===== src/rtl/switch_allocator.sv =====
// Round-robin switch allocator with per-output downstream credit counters and a registered ST stage.
// SWITCH_ALLOCATOR_ERR_CHECK_EN builds the sticky credit-overflow flag sa_err.

module switch_allocator_out #(
  parameter int NP    = 5,
  parameter int DEPTH = 4,
  parameter int CW    = 3
) (
  input  logic          clk,
  input  logic          rst,
  input  logic [NP-1:0] req_i,
  input  logic          credit_i,
  output logic [NP-1:0] gnt_o,
  output logic          avail_o,
  output logic [NP-1:0] st_ctrl_o,
  output logic          st_valid_o,
  output logic          ovf_o
);
  localparam int PW = (NP > 1) ? $clog2(NP) : 1;
  localparam logic [CW-1:0] FULL = CW'(DEPTH);

  logic [PW-1:0] ptr_q, ptr_d, idx;
  logic [CW-1:0] cnt_q, cnt_d;
  logic [NP-1:0] st_ctrl_q;
  logic          st_valid_q, has_cred, found;

  assign has_cred = (cnt_q != '0);

  // Scan from ptr_q upward, wrapping; first eligible requester wins.
  always_comb begin
    gnt_o = '0;
    found = 1'b0;
    idx   = '0;
    ptr_d = ptr_q;
    for (int k = 0; k < NP; k++) begin
      idx = PW'((int'(ptr_q) + k) % NP);
      if (!found && has_cred && req_i[idx]) begin
        gnt_o[idx] = 1'b1;
        found      = 1'b1;
        ptr_d      = (int'(idx) == NP - 1) ? '0 : idx + PW'(1);
      end
    end
  end

  always_comb begin
    cnt_d = cnt_q;
    case ({found, credit_i})
      2'b10:   cnt_d = cnt_q - CW'(1);
      2'b01:   cnt_d = (cnt_q == FULL) ? FULL : cnt_q + CW'(1);
      default: cnt_d = cnt_q;
    endcase
  end

  always_ff @(posedge clk or posedge rst) begin
    if (rst) begin
      ptr_q      <= '0;
      cnt_q      <= FULL;
      st_ctrl_q  <= '0;
      st_valid_q <= 1'b0;
    end else begin
      ptr_q      <= ptr_d;
      cnt_q      <= cnt_d;
      st_ctrl_q  <= gnt_o;
      st_valid_q <= found;
    end
  end

  assign avail_o    = has_cred;
  assign st_ctrl_o  = st_ctrl_q;
  assign st_valid_o = st_valid_q;

`ifdef SWITCH_ALLOCATOR_ERR_CHECK_EN
  assign ovf_o = credit_i && (cnt_q == FULL);
`else
  assign ovf_o = 1'b0;
`endif
endmodule

module switch_allocator #(
  parameter int NUM_PORTS    = 5,
  parameter int CREDIT_DEPTH = 4,
  parameter int CNT_WIDTH    = 3
) (
  input  logic                           clk,
  input  logic                           rst,
  input  logic [NUM_PORTS-1:0]           sa_request,
  input  logic [NUM_PORTS*NUM_PORTS-1:0] sa_port,
  output logic [NUM_PORTS-1:0]           sa_grant,
  input  logic [NUM_PORTS-1:0]           credit_in,
  output logic [NUM_PORTS-1:0]           out_credit_avail,
  output logic [NUM_PORTS*NUM_PORTS-1:0] st_ctrl,
  output logic [NUM_PORTS-1:0]           st_valid,
  output logic                           sa_err
);
  localparam int NP = NUM_PORTS;

  logic [NP-1:0][NP-1:0] req;  // [output][input]
  logic [NP-1:0][NP-1:0] gnt;  // [output][input]
  logic [NP-1:0]         ovf;

  // Only an exact one-hot port selection is eligible; zero or multi-hot never matches.
  always_comb begin
    req = '0;
    for (int o = 0; o < NP; o++)
      for (int i = 0; i < NP; i++)
        req[o][i] = sa_request[i] && (sa_port[i*NP +: NP] == (NP'(1) << o));
  end

  always_comb begin
    sa_grant = '0;
    for (int i = 0; i < NP; i++)
      for (int o = 0; o < NP; o++)
        sa_grant[i] = sa_grant[i] | gnt[o][i];
  end

  for (genvar o = 0; o < NP; o++) begin : g_out
    switch_allocator_out #(.NP(NP), .DEPTH(CREDIT_DEPTH), .CW(CNT_WIDTH)) u_out (
      .clk        (clk),
      .rst        (rst),
      .req_i      (req[o]),
      .credit_i   (credit_in[o]),
      .gnt_o      (gnt[o]),
      .avail_o    (out_credit_avail[o]),
      .st_ctrl_o  (st_ctrl[o*NP +: NP]),
      .st_valid_o (st_valid[o]),
      .ovf_o      (ovf[o])
    );
  end

`ifdef SWITCH_ALLOCATOR_ERR_CHECK_EN
  logic sa_err_q;
  always_ff @(posedge clk or posedge rst) begin
    if (rst)       sa_err_q <= 1'b0;
    else if (|ovf) sa_err_q <= 1'b1;
  end
  assign sa_err = sa_err_q;

  always @(posedge clk) begin
    if (!rst)
      for (int o = 0; o < NP; o++)
        if (ovf[o]) $error("switch_allocator: credit overflow on output %0d", o);
  end
`else
  logic unused_ovf;
  assign unused_ovf = |ovf;
  assign sa_err     = 1'b0;
`endif
endmodule

===== config.mk =====
export PLATFORM = sky130hd
export DESIGN_NAME = switch_allocator
export DESIGN_NICKNAME = d
export VERILOG_FILES = /design/src/rtl/switch_allocator.sv
export SDC_FILE = /design/constraint.sdc
export NUM_CORES = 1
export LEC_CHECK = 0
export CAP_MARGIN = 20
export CORE_MARGIN = 2
export CORE_UTILIZATION = 27
export DETAILED_ROUTE_END_ITERATION = 12
export GPL_TIMING_DRIVEN = 0
export PLACE_DENSITY = 0.44
export SYNTH_ARGS = -nofsm -noshare
export SYNTH_HDL_FRONTEND = slang
export SYNTH_SLANG_ARGS = --single-unit

===== constraint.sdc =====
create_clock -name clk -period 12.1 [get_ports clk]
set_clock_uncertainty 0.15 [all_clocks]
set_input_delay 2.42 -clock clk [delete_from_list [all_inputs] [get_ports clk]]
set_output_delay 2.42 -clock clk [all_outputs]
set_load 0.005 [all_outputs]

==> run metrics <==
status finished, final reports clean; vias in the first global route around 13000; YS warnings 0; Die ar. 51600 um^2; clock sink total 60; ys flop type dfrtp_1; initial antenna violation count 3; die height 227 um; Max Cap Viol 0; Core ar. 49100 um^2; Setup-failing EPs final 0; Via Count 14072; root buffer cell clkbuf_16; GRT overflow 0; post-synthesis sequential area ratio 11.2%; Area Growth Syn to Fin 14.2%; Pre-Repair DR Iteration Count 6; Die W around 230 um; CTS max path bufs 2; Buf+Inv Stages, Crit Path 10; fraction of layout cells with a size suffix above 1 a little under a tenth; fin crit share between 90 and 100%; post-synth net total 1988; routed length per placed instance 19.2 um; Post-CTS Hold Buffers 0; Crit path required time about 9500 ps; cells after synthesis 1785; Non-Filler Instances about 2500; Port-buffer cells between 70 and 80; Post-DP HPWL 39.5 mm; Worst Setup Path Type reg -> out; #FFs+latches synth 60; fin. max-slew vios 0; Final WS setup approximately 920 ps; Final Hold Slack 371 ps; row count 81; Synth async-reset ratio 100%; post-CTS resize count 0; post-CTS setup buffer count 0; Starting Density 27.4%; worst-path fanout max 10; Via density roughly 5.5; crit start category flip-flop; clk_lat worst skew 390 ps; Worst path max stage delay 550 ps; cell count after placement between 2000 and 3000; Cell variety after synth 127; number of synthesized flops with an enable pin 0; Fin Setup TNS 0 ps; Post-Syn Area 13400 um^2; syn_area_per_cell about 7.5 um^2; initial DRC count around 1400; H-tree levels 3; IO Count 78; crit path DAT roughly 8600 ps; RePlAce Congestion 0.898; pin count of the biggest net entering global routing 39; slowest CP cell ha_1; delay-heaviest family, CP buffers and inverters; RSZ-0062 raised after global routing no; relative slew slack 37.6%; max frequency between 80 and 90 MHz; worst slack, placed 1380 ps; final hold vios 0; Tightest Hold Check Type reg -> reg; drt drc 0; GRT Util Overall 19.0%; Critical Path Sink Type output pin; Least-Margin Pin Slew between 900 and 1000 ps; Detail Route Antenna Nets 0; CTS tree built; Layout Nets 2077; fin crit period 11180 ps; clock transition at the registers of the reported paths roughly 70 ps; total CTS buffers 9; Total Wirelength ~49 mm; first-pass GRT wire length 76.4 mm
[state kept, by name (all words and copies together), names as in the netlist]
register,count
g_out.u_out.st_valid_o,5
g_out.u_out.cnt_q,15
g_out.u_out.ptr_q,15
g_out.u_out.st_ctrl_o,25
[synthesized netlist by cell type (14+ instances only)]
cell / n / area (um^2)
clkbuf_1: 34 / 128
dfrtp_1: 55 / 1380
nand3_1: 53 / 265
nand2b_1: 33 / 206
buf_2: 17 / 85.1
o31ai_1: 26 / 195
nand2_1: 110 / 413
nor2b_1: 41 / 257
nor3_1: 62 / 310
ha_1: 165 / 2060
nand3b_1: 17 / 128
and2_1: 18 / 113
a21oi_1: 102 / 510
nor4_1: 21 / 131
a211o_1: 19 / 166
inv_1: 142 / 533
mux2i_1: 53 / 531
a21o_1: 18 / 135
or3_1: 22 / 138
o21ai_0: 95 / 475
mux2_2: 18 / 203
o21a_1: 14 / 105
a211oi_1: 28 / 210
a32oi_1: 18 / 158
or2_2: 15 / 93.8
buf_4: 14 / 105
and3_1: 16 / 100
o211ai_1: 32 / 240
nor2_1: 133 / 499
nand4_1: 22 / 138
a31oi_1: 29 / 181
xnor2_1: 30 / 263
[worst min-delay path: cells and delay by family, from the launching register on]
family           cells  cell delay (ps)
flip-flops           1              380
AO/OA/AOI/OAI        1               40
AND/OR/NAND/NOR      1               90
[area by class of cell]
class | count | area [um^2]
fill | 5244 | 33700
multi-input combinational | 1499 | 11000
sequential | 60 | 1510
tap | 664 | 831
timing repair buffer | 78 | 793
inverter | 153 | 577
buffer | 73 | 378
clock buffer | 11 | 243
clock inverter | 5 | 36.3
antenna | 1 | 2.50
[per-stage QoR]
step           utilization (%)  area, um^2
2_1_floorplan                -       13400
3_3_place_gp              30.6       15000
3_5_place_dp              30.7       15100
4_1_cts                   31.3       15300
5_1_grt                   31.3       15300
6_report                  31.3       15300
[cells by family (layout without fill, tap and decap cells)]
kind of cell | Yosys count | in the layout | share of synthesized area, %
simple gates | 669 | 669 | 28.0
compound gates | 548 | 548 | 29.1
buf+inv | 226 | 320 | 7.09
fa+ha+maj | 166 | 166 | 15.5
mux | 74 | 74 | 5.83
flops | 60 | 60 | 11.2
xor+xnor | 41 | 41 | 3.23
other cells | 1 | 2 | 0.0279
[path summary, 6_finish.rpt]
| check | slack [ps] | endpoint | cells after the start | from |
|---|---|---|---|---|
| min reg2reg | 370 | g_out[4].u_out.cnt_q[2]$_DFFE_PP1P_ | 2 | g_out[4].u_out.cnt_q[2]$_DFFE_PP1P_ |
| min | 370 | g_out[4].u_out.cnt_q[2]$_DFFE_PP1P_ | 2 | g_out[4].u_out.cnt_q[2]$_DFFE_PP1P_ |
| max in group asynchronous | 8940 | g_out[3].u_out.cnt_q[2]$_DFFE_PP1P_ | 3 | rst |
| max | 920 | sa_grant[4] | 26 | g_out[1].u_out.ptr_q[0]$_DFFE_PP0P_ |
| max reg2reg | 4610 | g_out[1].u_out.cnt_q[2]$_DFFE_PP1P_ | 27 | g_out[1].u_out.ptr_q[0]$_DFFE_PP0P_ |
| min in group asynchronous | 2230 | g_out[2].u_out.st_valid_o$_DFF_PP0_ | 2 | rst |
[routing by layer]
metal	routed length, um	GRT usage, %	vias to the layer above
met5	0	0	-
met4	1710	7.46	0
met3	2060	2.39	75
met2	22400	31.3	380
met1	22600	25.3	6704
li1	-	-	6913
[placed cells by master (no fill, tap or decap), types with 14 or more instances in the layout]
master             n
inv_1            141
nand2_1          110
a21oi_1          102
o31ai_1           26
nor2_1           133
nand2b_1          33
xnor2_1           30
dfrtp_1           55
or2_2             15
a32oi_1           18
ha_1             165
a211oi_1          28
buf_2             18
or3_1             22
clkdlybuf4s50_1   76
buf_4             14
nor3_1            62
o21ai_0           95
o21a_1            14
clkbuf_1          35
a31oi_1           29
nor2b_1           41
nand3_1           53
a21o_1            18
nand4_1           22
mux2i_1           53
mux2_2            18
o211ai_1          32
nor4_1            21
a211o_1           19
nand3b_1          17
and2_1            18
and3_1            16
Power is not shown: default switching activity piles up to over one toggle a cycle in this logic, so the estimate is an artifact.
